==> config.mk <==
export PLATFORM = sky130hd
export DESIGN_NAME = vmicro16_uart_tx_fifo_apb_flat
export DESIGN_NICKNAME = d
export VERILOG_FILES = /design/src/rtl/vmicro16_uart_tx_fifo_apb_if.sv /design/src/rtl/vmicro16_uart_tx_fifo_apb.sv /design/src/flat_wrapper.sv
export SDC_FILE = /design/constraint.sdc
export NUM_CORES = 1
export LEC_CHECK = 0
export CORE_ASPECT_RATIO = 0.75
export CORE_MARGIN = 2
export CORE_UTILIZATION = 50
export CTS_CLUSTER_DIAMETER = 100
export DETAILED_ROUTE_END_ITERATION = 10
export PLACE_DENSITY = 0.81
export SLEW_MARGIN = 30
export SYNTH_ARGS = -nofsm -noshare
export SYNTH_HDL_FRONTEND = slang
export SYNTH_SLANG_ARGS = --single-unit
==> constraint.sdc <==
create_clock -name clk -period 4.7 [get_ports clk]
set_clock_uncertainty 0.1 [all_clocks]
set_input_delay 0.94 -clock clk [delete_from_list [all_inputs] [get_ports clk]]
set_output_delay 0.94 -clock clk [all_outputs]
set_load 0.005 [all_outputs]
==> src/rtl/vmicro16_uart_tx_fifo_apb_if.sv <==
// APB slave-side bundle for the UART TX FIFO peripheral; signal names match the
// original flat port list so the bus fabric connects unchanged.
interface vmicro16_uart_tx_fifo_apb_if #(
  parameter int BUS_WIDTH  = 16,
  parameter int DATA_WIDTH = 16
);
  logic [BUS_WIDTH-1:0]  S_PADDR;
  logic                  S_PWRITE;
  logic                  S_PSELx;
  logic                  S_PENABLE;
  logic [DATA_WIDTH-1:0] S_PWDATA;
  logic [DATA_WIDTH-1:0] S_PRDATA;
  logic                  S_PREADY;

  modport master (
    output S_PADDR, S_PWRITE, S_PSELx, S_PENABLE, S_PWDATA,
    input  S_PRDATA, S_PREADY
  );

  modport slave (
    input  S_PADDR, S_PWRITE, S_PSELx, S_PENABLE, S_PWDATA,
    output S_PRDATA, S_PREADY
  );
endinterface

==> src/rtl/vmicro16_uart_tx_fifo_apb.sv <==
// APB-programmed UART transmitter: bytes pushed through TXDATA are queued in a
// circular FIFO and drained by an 8N1 serializer onto tx_wire.
module vmicro16_uart_tx_fifo_apb #(
  parameter int BUS_WIDTH    = 16,
  parameter int DATA_WIDTH   = 16,
  parameter int FIFO_DEPTH   = 8,
  parameter int CLKDIV_RESET = 434
) (
  input  logic                         clk,
  input  logic                         reset,
  vmicro16_uart_tx_fifo_apb_if.slave   apb,
  output logic                         tx_wire
);
  localparam int PTR_W = $clog2(FIFO_DEPTH);
  localparam int CNT_W = PTR_W + 1;

  typedef enum logic [1:0] {S_IDLE, S_START, S_DATA, S_STOP} state_t;

  logic [7:0]       mem_q [FIFO_DEPTH];
  logic [PTR_W-1:0] wptr_q, wptr_d, rptr_q, rptr_d;
  logic [CNT_W-1:0] count_q, count_d;
  logic             ovf_q, ovf_d;
  logic [15:0]      clkdiv_q, clkdiv_d;

  state_t           state_q;
  logic [15:0]      timer_q, div_q;
  logic [7:0]       shift_q;
  logic [2:0]       bit_q;
  logic             tx_q;

  logic             acc, wr, push_req, push, pop, full, empty, busy, timer_done;
  logic [1:0]       addr;
  logic [15:0]      div_eff, rdata16;
  logic [7:0]       head;
  logic             unused_addr;

  assign unused_addr = ^apb.S_PADDR[BUS_WIDTH-1:2];

  assign acc        = apb.S_PSELx & apb.S_PENABLE;
  assign wr         = acc & apb.S_PWRITE;
  assign addr       = apb.S_PADDR[1:0];
  assign full       = (count_q == CNT_W'(FIFO_DEPTH));
  assign empty      = (count_q == '0);
  assign busy       = (state_q != S_IDLE);
  assign head       = mem_q[rptr_q];
  assign div_eff    = (clkdiv_q == '0) ? 16'd1 : clkdiv_q;
  assign timer_done = (timer_q == div_q - 16'd1);

  assign push_req = wr && (addr == 2'd0);
  assign push     = push_req && !full;
  // Pop decision lives here so the FIFO pointers and the FSM see the same edge.
  assign pop      = !empty && ((state_q == S_IDLE) || (state_q == S_STOP && timer_done));

  always_comb begin
    wptr_d   = wptr_q;
    rptr_d   = rptr_q;
    count_d  = count_q;
    ovf_d    = ovf_q;
    clkdiv_d = clkdiv_q;
    if (push) wptr_d = wptr_q + 1'b1;
    if (pop)  rptr_d = rptr_q + 1'b1;
    case ({push, pop})
      2'b10:   count_d = count_q + 1'b1;
      2'b01:   count_d = count_q - 1'b1;
      default: count_d = count_q;
    endcase
    if (wr && addr == 2'd1)      ovf_d = 1'b0;
    else if (push_req && full)   ovf_d = 1'b1;
    if (wr && addr == 2'd2)      clkdiv_d = 16'(apb.S_PWDATA);
  end

  always_comb begin
    rdata16 = '0;
    if (acc) begin
      case (addr)
        2'd1:    rdata16 = {8'(count_q), 4'b0000, ovf_q, busy, empty, full};
        2'd2:    rdata16 = clkdiv_q;
        default: rdata16 = '0;
      endcase
    end
  end

  assign apb.S_PRDATA = DATA_WIDTH'(rdata16);
  assign apb.S_PREADY = acc;
  assign tx_wire      = tx_q;

  always_ff @(posedge clk) begin
    if (push) mem_q[wptr_q] <= apb.S_PWDATA[7:0];
  end

  always_ff @(posedge clk or posedge reset) begin
    if (reset) begin
      wptr_q   <= '0;
      rptr_q   <= '0;
      count_q  <= '0;
      ovf_q    <= 1'b0;
      clkdiv_q <= 16'(CLKDIV_RESET);
    end else begin
      wptr_q   <= wptr_d;
      rptr_q   <= rptr_d;
      count_q  <= count_d;
      ovf_q    <= ovf_d;
      clkdiv_q <= clkdiv_d;
    end
  end

  // tx_q is loaded with the level of the state being entered, so the line
  // changes on the same edge as the state.
  always_ff @(posedge clk or posedge reset) begin
    if (reset) begin
      state_q <= S_IDLE;
      timer_q <= '0;
      div_q   <= 16'd1;
      shift_q <= '0;
      bit_q   <= '0;
      tx_q    <= 1'b1;
    end else begin
      case (state_q)
        S_IDLE: begin
          if (pop) begin
            shift_q <= head;
            div_q   <= div_eff;
            timer_q <= '0;
            tx_q    <= 1'b0;
            state_q <= S_START;
          end
        end
        S_START: begin
          if (timer_done) begin
            timer_q <= '0;
            bit_q   <= '0;
            tx_q    <= shift_q[0];
            state_q <= S_DATA;
          end else begin
            timer_q <= timer_q + 16'd1;
          end
        end
        S_DATA: begin
          if (timer_done) begin
            timer_q <= '0;
            if (bit_q == 3'd7) begin
              tx_q    <= 1'b1;
              state_q <= S_STOP;
            end else begin
              bit_q   <= bit_q + 3'd1;
              shift_q <= shift_q >> 1;
              tx_q    <= shift_q[1];
            end
          end else begin
            timer_q <= timer_q + 16'd1;
          end
        end
        S_STOP: begin
          if (timer_done) begin
            timer_q <= '0;
            if (pop) begin
              shift_q <= head;
              div_q   <= div_eff;
              tx_q    <= 1'b0;
              state_q <= S_START;
            end else begin
              tx_q    <= 1'b1;
              state_q <= S_IDLE;
            end
          end else begin
            timer_q <= timer_q + 16'd1;
          end
        end
        default: begin
          tx_q    <= 1'b1;
          state_q <= S_IDLE;
        end
      endcase
    end
  end
endmodule

==> src/flat_wrapper.sv <==
// flat-port wrapper written by rule: the top's interface ports become plain ports
module vmicro16_uart_tx_fifo_apb_flat 
#(
  parameter int BUS_WIDTH    = 16,
  parameter int DATA_WIDTH   = 16,
  parameter int FIFO_DEPTH   = 8,
  parameter int CLKDIV_RESET = 434
)
  (clk, reset, tx_wire, apb_S_PADDR, apb_S_PWRITE, apb_S_PSELx, apb_S_PENABLE, apb_S_PWDATA, apb_S_PRDATA, apb_S_PREADY);
  vmicro16_uart_tx_fifo_apb_if #(.BUS_WIDTH(BUS_WIDTH), .DATA_WIDTH(DATA_WIDTH)) apb_i ();
  input  logic clk;
  input  logic reset;
  output logic tx_wire;
  input wire logic [$bits(apb_i.S_PADDR)-1:0] apb_S_PADDR;
  input wire logic [$bits(apb_i.S_PWRITE)-1:0] apb_S_PWRITE;
  input wire logic [$bits(apb_i.S_PSELx)-1:0] apb_S_PSELx;
  input wire logic [$bits(apb_i.S_PENABLE)-1:0] apb_S_PENABLE;
  input wire logic [$bits(apb_i.S_PWDATA)-1:0] apb_S_PWDATA;
  output wire logic [$bits(apb_i.S_PRDATA)-1:0] apb_S_PRDATA;
  output wire logic [$bits(apb_i.S_PREADY)-1:0] apb_S_PREADY;
  assign apb_i.S_PADDR = apb_S_PADDR;
  assign apb_i.S_PWRITE = apb_S_PWRITE;
  assign apb_i.S_PSELx = apb_S_PSELx;
  assign apb_i.S_PENABLE = apb_S_PENABLE;
  assign apb_i.S_PWDATA = apb_S_PWDATA;
  assign apb_S_PRDATA = apb_i.S_PRDATA;
  assign apb_S_PREADY = apb_i.S_PREADY;
  vmicro16_uart_tx_fifo_apb #(.BUS_WIDTH(BUS_WIDTH), .DATA_WIDTH(DATA_WIDTH), .FIFO_DEPTH(FIFO_DEPTH), .CLKDIV_RESET(CLKDIV_RESET)) u_core (.clk(clk), .reset(reset), .apb(apb_i), .tx_wire(tx_wire));
endmodule
* Word-level counts from Yosys, hierarchy flattened
Memory sizes are Yosys's and may differ from the RTL's.
Cells that the tools add are included.
** Storage, ports and cells
- Word-level logic and storage cells :: 100
- Bits in writable memories :: 64
- Output and inout port bits :: 18
- Memories kept :: 1
- Bits in registers :: 73
- Input bits :: 37
** Memories
- u_core.mem_q :: words 8, bits a word 8, read ports 1, clocked after Yosys merged registers in 0, write ports 1, line vmicro16_uart_tx_fifo_apb.sv:19 : logic [7:0] mem_q [FIFO_DEPTH];
** Cells by class
- Eq/ne operators :: 16
- Bitwise logic cells :: 2
- Muxes and demuxes :: 37
- Reductions and logical operators :: 26
- Add/subtract/negate cells :: 7
** Operators by type and width (count)
- 16-bit two-way mux :: 6
- 16-bit case mux with 2 select lines :: 3
- 8-bit two-way mux :: 4
- 8-bit case mux with 3 select lines :: 1
- 16-bit by 1-bit adder with 16-bit output (second input constant) :: 1
- 16-bit equality test :: 1
- 16-bit logical NOT :: 1
- 16-bit by 1-bit subtractor with 16-bit output (second input constant) :: 1
- 4-bit AND reduction :: 3
- 1-bit two-way mux :: 11
- 2-bit two-way mux :: 5
- 2-bit by 1-bit inequality test with 1-bit output (second input constant) :: 5
- 2-bit nonzero test :: 5
- 3-bit by 1-bit adder with 3-bit output (second input constant) :: 3
- 3-bit two-way mux :: 3
- 2-bit equality test (second input constant) :: 4
- 2-bit case mux with 4 select lines :: 1
- 4-bit case mux with 2 select lines :: 1
- 1-bit logical AND :: 7
- 2-bit by 1-bit equality test with 1-bit output (second input constant) :: 3
- 3-bit case mux with 2 select lines :: 1
- 5-bit AND reduction :: 1
- 4-bit by 1-bit adder with 4-bit output (second input constant) :: 1
- 4-bit equality test (second input constant) :: 1
- other kinds (12) :: 15

* Depth between registers and ports, before layout
Gate-level depths: netlist (run 1).
- Depth after elaboration :: 8
- Gate-level depth with buffers :: 17
- Mapped depth without buffers :: 17

* Worst setup path before layout (run 1)
OpenSTA, ideal clock, no wires.
- Kind :: reg2reg
- Start point :: reg u_core.div_q[3]
- End point :: reg u_core.count_q[2]
- Path slack :: 608 ps
- Data required time :: 4469 ps
- Cell stages (with the launch flop) :: 17
- Buffers on the path :: 1
- Arrival :: 3860 ps
- Period minus slack after synthesis :: 4092 ps
- Setup time :: 131 ps
- Cells stage by stage :: dfrtp_1 > or4_1 > buf_2 > or4_1 > a211oi_2 > nor2_1 > nor4_1 > a31oi_1 > or2_1 > inv_1 > ha_1 > xor2_1 > ha_1 > a21oi_1 > xor2_1 > nor2_1 > xor2_1
** Between the ends
- Longest elaborated chain between the ends :: 7
- Elaborated cells between the ends (all ways) :: 9
- Classes of those cells :: 1 x add/sub; 3 x eq/ne; 1 x mux; 4 x reduce/logical
** RTL lines
- start, declared :: line vmicro16_uart_tx_fifo_apb.sv:26 : logic [15:0] timer_q, div_q;
- start signal, assigned :: line vmicro16_uart_tx_fifo_apb.sv:122 : div_q <= div_eff;
- start signal, assigned :: line vmicro16_uart_tx_fifo_apb.sv:158 : div_q <= div_eff;
- 16-bit by 1-bit subtractor with 16-bit output * :: line vmicro16_uart_tx_fifo_apb.sv:47 : assign timer_done = (timer_q == div_q - 16'd1);
- 16-bit equality test * :: line vmicro16_uart_tx_fifo_apb.sv:47
- 1-bit logical AND * :: line vmicro16_uart_tx_fifo_apb.sv:52 : assign pop = !empty && ((state_q == S_IDLE) || (state_q == S_STOP && timer_done));
- 1-bit logical OR * :: line vmicro16_uart_tx_fifo_apb.sv:52
- 1-bit logical AND * :: line vmicro16_uart_tx_fifo_apb.sv:52
- net u_core.pop :: line vmicro16_uart_tx_fifo_apb.sv:31 : logic acc, wr, push_req, push, pop, full, empty, busy, timer_done;
- 2-bit by 1-bit equality test with 1-bit output / 2-bit equality test (equally long branches) :: line vmicro16_uart_tx_fifo_apb.sv:62 : case ({push, pop})
- 4-bit case mux with 2 select lines / 2-bit nonzero test (equally long branches)
- end signal, assigned :: line vmicro16_uart_tx_fifo_apb.sv:101 : count_q <= count_d;
- end, declared :: line vmicro16_uart_tx_fifo_apb.sv:21 : logic [CNT_W-1:0] count_q, count_d;
Mark *: on every way through the listed nets, which the timed path passes. The rest lies on a longest branch.
A chain may end at the register's enable or synchronous reset.

* Worst setup path in the final report (run 1)
Same ends and word-level chain as after synthesis.

==> results of run 1 <==
## through the flow
stage	total power, mW	cells	worst slack (ns)	instance area (sq um)
after global routing	4.900	758	0.07816	7918
after detailed placement	3.360	726	0.2697	7353
final	4.632	758	0.2664	7918
after CTS	4.630	758	0.2369	7914
after floorplan	2.991	526	0.6084	6759
after global placement	3.274	726	0.3711	7352
## routing by layer
layer | routed length, um | up-vias | part of all wire (%)
li1 | - | 2091 | -
met1 | 6574 | 2262 | 46
met2 | 6686 | 140 | 47
met3 | 926 | 13 | 6.5
met4 | 155 | 0 | 1.1
met5 | 0 | - | 0
## cell families (layout without fill, tap and decap cells)
| group | count (synthesis) | in the layout |
|---|---|---|
| XOR/XNOR | 27 | 27 |
| adder cells (fa/ha/maj) | 17 | 17 |
| AO/OA/AOI/OAI | 92 | 92 |
| multiplexers | 67 | 67 |
| AND/OR/NAND/NOR | 153 | 153 |
| buffers and inverters | 33 | 94 |
| flip-flops | 137 | 137 |
## worst register-to-register path: stages (launching register included)
cell and delay (ns):
dfrtp_1 0.47, or4_4 0.63, or4_1 0.55, a211oi_2 0.28
nor2_1 0.06, nor4_1 0.30, buf_4 0.18, a31oi_1 0.20
or2_1 0.34, inv_1 0.10, ha_1 0.27, xor2_1 0.11
ha_1 0.19, a21oi_1 0.16, xor2_1 0.16, nor2_1 0.07
xor2_1 0.14
## cell usage in the layout (no fill, tap or decap), types with 6 or more instances in the layout
master           netlist  final
or3_1                 14     14
nand2_1               31     31
mux2_2                35     35
xor2_1                12     12
dfrtp_1               66     65
nor2_1                28     28
mux4_2                16     16
nand3_1                8      8
and2_1                10     10
nor4_1                 6      6
mux2i_1                9      9
and3_1                11     11
xnor2_1               15     15
dfstp_2                7      7
a22oi_1                8      8
a21oi_1               19     19
edfxtp_1              64     64
mux2_4                 6      6
inv_1                 12     11
a31oi_1               14     14
a22o_1                 8      8
inv_6                  0      6
clkdlybuf4s50_1        0     40
clkbuf_16              0     17
o21ai_0               23     23
buf_4                  0     10
nand2b_1               6      6
nor3_1                 8      8
ha_1                  17     17
## what timing repair did
item	in CTS	in global routing
resized for setup	0	1
hold buffers	0	0
endpoints found under the setup margin	0	1
## where the power goes
part / internal, mW / switching (mW)
Combinational: 0.800 / 0.714
Sequential: 1.49 / 0.378
Clock: 0.698 / 0.554
Total: 2.98 / 1.65
## cell type report
type | instances | share of cell area (%)
timing repair buffer | 50 | 6.005
multi-input combinational | 356 | 36.17
sequential | 137 | 47.47
tap | 171 | 2.702
clock buffer | 18 | 5.420
clock inverter | 14 | 1.659
inverter | 12 | 0.5689
## state kept, by name, summed over array words and instances (netlist names)
signal           flops
u_core.bit_q         3
u_core.tx_wire       1
u_core.mem_q        64
u_core.rptr_q        3
u_core.shift_q       8
u_core.timer_q      16
u_core.state_q       2
u_core.wptr_q        3
u_core.count_q       4
u_core.clkdiv_q     16
u_core.div_q        16
u_core.ovf_q         1
## worst max-delay path by stage
stage / from / to / cells after the start
3_3_place_gp: u_core.div_q[3]$_DFFE_PP0P_ / u_core.count_q[2]$_DFFE_PP0P_ / 16
5_1_grt: u_core.div_q[3]$_DFFE_PP0P_ / u_core.count_q[2]$_DFFE_PP0P_ / 16
2_1_floorplan: u_core.div_q[3]$_DFFE_PP0P_ / u_core.count_q[2]$_DFFE_PP0P_ / 16
4_1_cts: u_core.div_q[3]$_DFFE_PP0P_ / u_core.count_q[2]$_DFFE_PP0P_ / 16
6_report: u_core.div_q[3]$_DFFE_PP0P_ / u_core.count_q[2]$_DFFE_PP0P_ / 16
3_5_place_dp: u_core.div_q[3]$_DFFE_PP0P_ / u_core.count_q[2]$_DFFE_PP0P_ / 16
==> impl_metrics.yaml, run 1 <==
status:
  status: "finished, final reports clean"
detailed_routing:
  drc: 0
  wirelength_um: 14340
  num_vias: 4506
  drtIter0Drc: 319
  firstDrtPassIters: 4
  viasPerCell: 5.945
  drtAntennaViolNets: 0
  avgRoutedWirePerCell_um: 18.92
worst_setup_path:
  r2r_end: "u_core.count_q[2]$_DFFE_PP0P_"
  setup.worst_path.start_class: "flop"
  cp_data_arrival_time_ns: 4.63
  max_stage_delay_ns: 0.63
  path_delay_family: "simple AND/OR/NAND/NOR gates"
  r2r_start: "u_core.div_q[3]$_DFFE_PP0P_"
  ff2ff_setup_slack_ns: 0.27
  cp_common_cell: "xor2_1"
  worst-path-buf-inv: 2
  critPathKind: "reg -> reg"
  crit_path_end_kind: "flop"
  ff2ff_path_depth: 16
  crit_chain: "or4_4, or4_1, a211oi_2, nor2_1, nor4_1, buf_4, a31oi_1, or2_1, inv_1, ha_1, xor2_1, ha_1, a21oi_1, xor2_1, nor2_1, xor2_1"
  worstPathRequired_ns: 4.90
  path_max_fanout: 8
  crit_slowest_cell: "or4_4"
final_layout:
  drive_gt1_share_pct: 19.93
  antenna_cells: 0
  n_fill_cell: 953
  fin_nets: 628
  area_growth_pct: 17.14
  seqCellArea_sq_mm: 0.003759
  multi_input_area_sq_mm: 0.002864
  fin_util_pct: 60.40
cts:
  cts_buffers: 17
  clock_latency_ns: 0.42
  post_cts_buffers: 0
  h-tree-depth: 4
  root_buffer: "clkbuf_16"
  clk_pin_slew_ns: 0.07
  cts.sinks: 137
  cts_tree: "built"
  clock_path_buffers: 2
floorplanning:
  die_area_sq_mm: 0.01447
  rows: 36
  die_h_um: 104.7
  core_sq_mm: 0.01311
  io_pins: 55
  initial_core_util_pct: 51.57
  dieWidth_um: 138.3
timing:
  tightest_slew_ns: 0.9319
  final.setup.tns_ns: 0
  slew_headroom_pct: 37.65
  min_period_over_period_pct: 94.33
  drv_slew: 0
  hold_slack_ns: 0.4141
  final-hold-violation-count: 0
  clock.fmax_mhz: 225.6
  setup_viol: 0
  rsz0062_at_grt: "false"
  period_needed_ns: 4.434
synth:
  yosysWarnings: 0
  synth_top_area_share_pct: 28.43
  muxShareOfSynthArea_pct: 13.99
  synth_seq_area_share_pct: 55.59
  yosys.area.top_type: "edfxtp_1"
  synth_area_leaders: "edfxtp_1 28%, dfrtp_1 24%, mux2_2 5.8%"
  synth_xor_area_share_pct: 3.499
  avgSynthCellArea_sq_um: 12.85
  syn-num-nets: 580
  synth_edf_count: 64
  synth_common_cells: "66 x dfrtp_1, 64 x edfxtp_1, 35 x mux2_2"
  synthArstFlopShare_pct: 53.28
  synth_top_family_by_area: "multiplexers"
  synth.most_common_cell: "dfrtp_1"
  synth_area_sq_mm: 0.006759
  synth-simple-area-share_pct: 12.57
  synth_cells: 526
  ys_types: 55
  ys_ff_latch: 137
  ys.flop_type: "dfrtp_1"
  synth_compound_area_share_pct: 9.108
  synthAdderAreaFrac_pct: 3.147
grt:
  grt_busiest_layer: "met2"
  met2_usage_pct: 31.58
  gr-usage-met3_pct: 5.545
  grt_max_degree: 49
  met1_usage_pct: 29.44
  track_usage_pct: 20.78
  grt_remaining_overflow: 0
  antenna_found_initial: 0
  grt_pass1_vias: 4543
  grt_pass1_wl_um: 23520
min_path:
  whs_path_depth: 1
  hold_end: "u_core.shift_q[4]$_DFFE_PP0P_"
  hp-start: "u_core.shift_q[4]$_DFFE_PP0P_"
  hold_class: "reg -> reg"
placement:
  dp_hpwl_um: 9702
  numPortBuffers: 40
  gp_congestion: 0.8151
run:
  maxCapViolCount: 0
power_and_ir_drop:
  p_per_area_mw_per_mm2: 585.0
  vdd_ir_drop_max_v: 0.0004105
  p_leak_nw: 3.050
Note: power is estimated with default switching activity, not from simulation.
==> inputs of run 2 (changes only) <==
SLEW_MARGIN = 10   (was 30)
==> impl_metrics.yaml, run 2 (synthesis results as in run 1) <==
floorplanning:
  die_area_sq_mm: 0.01447
  die_h_um: 104.7
  dieWidth_um: 138.3
  rows: 36
  core_sq_mm: 0.01311
  io_pins: 55
  initial_core_util_pct: 51.57
cts:
  cts.sinks: 137
  h-tree-depth: 4
  cts_hold_buf: 0
  cts_buffers: 17
  clock_path_buffers: 2
  cts_tree: "built"
  clk_pin_slew_ns: 0.06
  post_cts_buffers: 0
  root_buffer: "clkbuf_16"
  clock_latency_ns: 0.42
final_layout:
  drive_gt1_share_pct: 19.76
  fin_nets: 628
  largest_register_ffs: 64
  largest_register: "u_core.mem_q"
  area_growth_pct: 17.81
  stdcell_count: 758
  antenna_cells: 0
  final_cell_mix: "66 x dfrtp_1, 64 x edfxtp_1, 40 x clkdlybuf4s50_1"
  final_common_cell: "dfrtp_1"
grt:
  track_usage_pct: 20.70
  grt_max_degree: 49
  grt_remaining_overflow: 0
  antenna_found_initial: 0
  grt_pass1_wl_um: 23390
  grt_pass1_vias: 4496
timing:
  slew_headroom_pct: 24.78
  clock.fmax_mhz: 227.6
  setup_viol: 0
  period_needed_ns: 4.394
  drv_slew: 0
  rsz0062_at_grt: "false"
  tightest_slew_ns: 1.128
  min_period_over_period_pct: 93.50
  final.setup.tns_ns: 0
  final-hold-violation-count: 0
detailed_routing:
  wirelength_um: 14360
  drtIter0Drc: 329
  viasPerCell: 5.980
  firstDrtPassIters: 5
  num_vias: 4533
  drc: 0
  drtAntennaViolNets: 0
  avgRoutedWirePerCell_um: 18.94
worst_setup_path:
  critPathLaunch: "u_core.div_q[3]$_DFFE_PP0P_"
  path_max_fanout: 8
  r2r_start: "u_core.div_q[3]$_DFFE_PP0P_"
  worstPathRequired_ns: 4.90
  ff2ff_setup_slack_ns: 0.31
  ff2ff_path_depth: 16
  setup.worst_path.start_class: "flop"
  critPathKind: "reg -> reg"
  crit_path_end_kind: "flop"
  crit_end: "u_core.count_q[2]$_DFFE_PP0P_"
  cp_data_arrival_time_ns: 4.60
  r2r_end: "u_core.count_q[2]$_DFFE_PP0P_"
placement:
  gp_congestion: 0.8151
  dp_hpwl_um: 9691
  numPortBuffers: 40
  dpl.cell_count: 726
min_path:
  hold_class: "reg -> reg"
power_and_ir_drop:
  p_per_area_mw_per_mm2: 594.1
  vdd_ir_drop_max_v: 0.0004584
  p_leak_nw: 3.075
run:
  maxCapViolCount: 0
status:
  status: "finished, final reports clean"
-- run 2: changes by cell type in the layout (fill, tap and decap cells not counted), sizes merged --
cell	change
bufinv	+2
clkbuf	-1
clkinv	+2
clkinvlp	-1
inv	-2
-- run 2: where the power goes --
group	switching, mW	internal (mW)
clock network	0.554	0.802
registers	0.383	1.49
logic	0.707	0.799
total	1.64	3.09
-- run 2: worst min-delay path by stage --
stage | startpoint | end | slack [ns] | cells after the start
2_1_floorplan | u_core.shift_q[0]$_DFFE_PP0P_ | u_core.shift_q[0]$_DFFE_PP0P_ | 0.38 | 1
3_3_place_gp | u_core.shift_q[5]$_DFFE_PP0P_ | u_core.shift_q[5]$_DFFE_PP0P_ | 0.39 | 1
3_5_place_dp | u_core.shift_q[0]$_DFFE_PP0P_ | u_core.shift_q[0]$_DFFE_PP0P_ | 0.40 | 1
4_1_cts | u_core.wptr_q[0]$_DFFE_PP0P_ | u_core.wptr_q[0]$_DFFE_PP0P_ | 0.42 | 1
5_1_grt | u_core.wptr_q[0]$_DFFE_PP0P_ | u_core.wptr_q[0]$_DFFE_PP0P_ | 0.43 | 1
6_report | u_core.shift_q[2]$_DFFE_PP0P_ | u_core.shift_q[2]$_DFFE_PP0P_ | 0.42 | 1
-- run 2: worst max-delay path, stage by stage, from the launching register on --
cell,delay [ns]
dfrtp_1,0.47
or4_4,0.63
or4_1,0.55
a211oi_2,0.29
nor2_1,0.06
nor4_1,0.30
buf_4,0.18
a31oi_1,0.19
or2_1,0.33
inv_1,0.11
ha_1,0.26
xor2_1,0.11
ha_1,0.19
a21oi_1,0.16
xor2_1,0.16
nor2_1,0.07
xor2_1,0.14
-- run 2: metal layers --
| layer | vias to the layer above | GRT usage (%) | share of wire, % |
|---|---|---|---|
| met5 | - | 0 | 0 |
| met2 | 152 | 31.26 | 47 |
| met4 | 0 | 6.414 | 1.1 |
| li1 | 2091 | - | - |
| met3 | 15 | 4.720 | 5.6 |
| met1 | 2275 | 30.09 | 47 |
-- run 2: area by class of cell --
type                            instances  area [sq um]
Fill cell                             954          5145
Sequential cell                       137          3757
Multi-Input combinational cell        356          2864
Timing Repair Buffer                   50         475.5
Clock buffer                           17         425.4
Tap cell                              171         214.0
Clock inverter                         15         181.4
Inverter                               12         45.04
-- run 2: timing repair --
item                                    in CTS  in global routing
resized for setup                            0                  1
endpoints found under the setup margin       0                  1
hold endpoints to repair                     0                  0
-- run 2: per-stage QoR --
stage	hold WS, ns	setup WS, ns	cell area, sq um	total power [mW]	util, %
finish	0.4190	0.3055	7963	4.731	60.75
global route	0.4348	0.08310	7963	4.997	60.75
CTS	0.4181	0.2397	7959	4.731	60.72
detailed placement	0.3982	0.2669	7352	3.360	56.09
global placement	0.3897	0.3711	7352	3.274	56.09
floorplan	0.3806	0.6084	6759	2.991	-
==> inputs of run 3 (changes only) <==
CELL_PAD_IN_SITES_DETAIL_PLACEMENT = 2   (was not set)
CELL_PAD_IN_SITES_GLOBAL_PLACEMENT = 2   (was not set)
CORE_UTILIZATION = 41   (was 50)
PLACE_DENSITY = 0.91   (was 0.81)
REMOVE_ABC_BUFFERS = 1   (was not set)
==> impl_metrics.yaml, run 3 (synthesis results as in run 1) <==
worst_setup_path:
  setup.worst_path.start_class: "flop"
  critPathLaunch: "u_core.div_q[0]$_DFFE_PP1P_"
  cp_data_arrival_time_ns: 4.80
  crit_chain: "inv_1, ha_1, nor4b_2, buf_4, o2bb2ai_1, a21oi_1, o221ai_2, nor4_4, a31oi_2, or2_1, inv_1, ha_2, xor2_1, ha_1, a21oi_1, xor2_1, nor2_1, xor2_1"
  crit_slowest_cell: "dfstp_2"
  worstPathRequired_ns: 4.92
  critPathKind: "reg -> reg"
  path_max_fanout: 6
  cp_common_cell: "xor2_1"
  r2r_start: "u_core.div_q[0]$_DFFE_PP1P_"
  max_stage_delay_ns: 0.59
  crit_path_end_kind: "flop"
  ff2ff_path_depth: 18
detailed_routing:
  drc: 0
  drtAntennaViolNets: 0
  avgRoutedWirePerCell_um: 33.23
  firstDrtPassIters: 5
  viasPerCell: 6.583
  wirelength_um: 26520
  num_vias: 5253
  drtIter0Drc: 491
placement:
  dpl.cell_count: 766
  dpl_worst_slack_ns: 0.02288
  gp_congestion: 0.7955
  placed_area_sq_mm: 0.007408
  numPortBuffers: 40
  dp_hpwl_um: 15500
grt:
  grt_pass1_vias: 5831
  grt_remaining_overflow: 0
  track_usage_pct: 31.68
  grt_pass1_wl_um: 40160
  antenna_found_initial: 0
  grt_max_degree: 47
run:
  maxCapViolCount: 0
final_layout:
  antenna_cells: 0
  final_cell_mix: "64 x dfrtp_1, 64 x edfxtp_1, 40 x clkdlybuf4s50_1"
  fin_area_sq_mm: 0.008077
  fin_nets: 629
  fin_util_pct: 50.27
  area_growth_pct: 19.49
  largest_register: "u_core.mem_q"
  largest_register_ffs: 64
  stdcell_count: 798
  drive_gt1_share_pct: 21.43
floorplanning:
  die_h_um: 115.2
  initial_core_util_pct: 42.07
  io_pins: 55
  die_area_sq_mm: 0.01754
  rows: 40
  core_sq_mm: 0.01607
  dieWidth_um: 152.3
cts:
  post_cts_buffers: 0
  cts_tree: "built"
  cts.sinks: 137
  clk_pin_slew_ns: 0.07
  cts_buffers: 17
  clock_latency_ns: 0.45
  root_buffer: "clkbuf_16"
  h-tree-depth: 4
  clock_path_buffers: 2
min_path:
  hp-start: "u_core.shift_q[0]$_DFFE_PP0P_"
  hold_class: "reg -> reg"
  whs_path_depth: 1
timing:
  tightest_slew_ns: 1.239
  layout_setup_ws_ns: 0.1206
  period_needed_ns: 4.579
  rsz0062_at_grt: "false"
  clock.fmax_mhz: 218.4
  final.setup.tns_ns: 0
  setup_viol: 0
  drv_slew: 0
  min_period_over_period_pct: 97.43
  slew_headroom_pct: 16.26
  final-hold-violation-count: 0
power_and_ir_drop:
  p_per_area_mw_per_mm2: 658.3
  vdd_ir_drop_max_v: 0.0003555
  p_leak_nw: 3.097
status:
  status: "finished, final reports clean"
==> run 3: changes by cell type in the layout (fill, tap and decap cells not counted), moves of 2 or more <==
cell / change
clkinv_4: -2
dfrtp_1: -2
dfrtp_2: +2
inv_8: +3
==> run 3: layout make-up <==
type,instances,area [sq um]
fillers,1489,7989
flip-flops and latches,137,3760
multi-input cells,356,2905
repair buffers,51,483.0
clock buffers,17,425.4
well taps,210,262.8
clock inverters,15,195.2
inverters,12,45.04
==> run 3: path summary, 6_finish.rpt <==
| check | endpoint | slack (ns) |
|---|---|---|
| max | u_core.count_q[2]$_DFFE_PP0P_ | 0.12 |
| min in group asynchronous | u_core.clkdiv_q[14]$_DFFE_PP0P_ | 0.83 |
| max in group asynchronous | u_core.rptr_q[0]$_DFFE_PP0P_ | 2.55 |
| min | u_core.shift_q[0]$_DFFE_PP0P_ | 0.44 |
| min reg2reg | u_core.shift_q[0]$_DFFE_PP0P_ | 0.44 |
| max reg2reg | u_core.count_q[2]$_DFFE_PP0P_ | 0.12 |
==> run 3: worst max-delay path: cells and delay by family (launching register included) <==
| kind | cells | cell delay, ns |
|---|---|---|
| AND/OR/NAND/NOR | 4 | 0.98 |
| buffers and inverters | 3 | 0.40 |
| AO/OA/AOI/OAI | 5 | 1.16 |
| XOR/XNOR | 3 | 0.43 |
| flip-flops | 1 | 0.59 |
| adder cells (fa/ha/maj) | 3 | 0.77 |
==> run 3: per-stage QoR <==
stage / hold WS, ns / power (mW)
after CTS: 0.4310 / 5.280
after detailed placement: 0.4044 / 3.596
after floorplan: 0.3806 / 2.937
final: 0.4361 / 5.316
after global routing: 0.4574 / 5.486
after global placement: 0.3903 / 3.318
==> run 3: report_power, final <==
group	total [mW]	switching, mW	internal, mW
Sequential	1.97	0.486	1.49
Clock	1.47	0.656	0.816
Combinational	1.87	1.04	0.831
==> run 3: timing repair <==
action,CTS,global route
setup endpoints to repair,3,2
pin swaps,0,2
hold endpoints to repair,0,0
hold buffers,0,0
gates resized for setup,7,2
==> run 3: metal layers <==
| metal | up-vias | share of wire, % | track usage [%] |
|---|---|---|---|
| met5 | - | 0 | 0 |
| met4 | 0 | 4.0 | 15.20 |
| met3 | 81 | 6.7 | 6.446 |
| met2 | 290 | 51 | 55.44 |
| met1 | 2792 | 39 | 38.13 |
| li1 | 2090 | - | - |
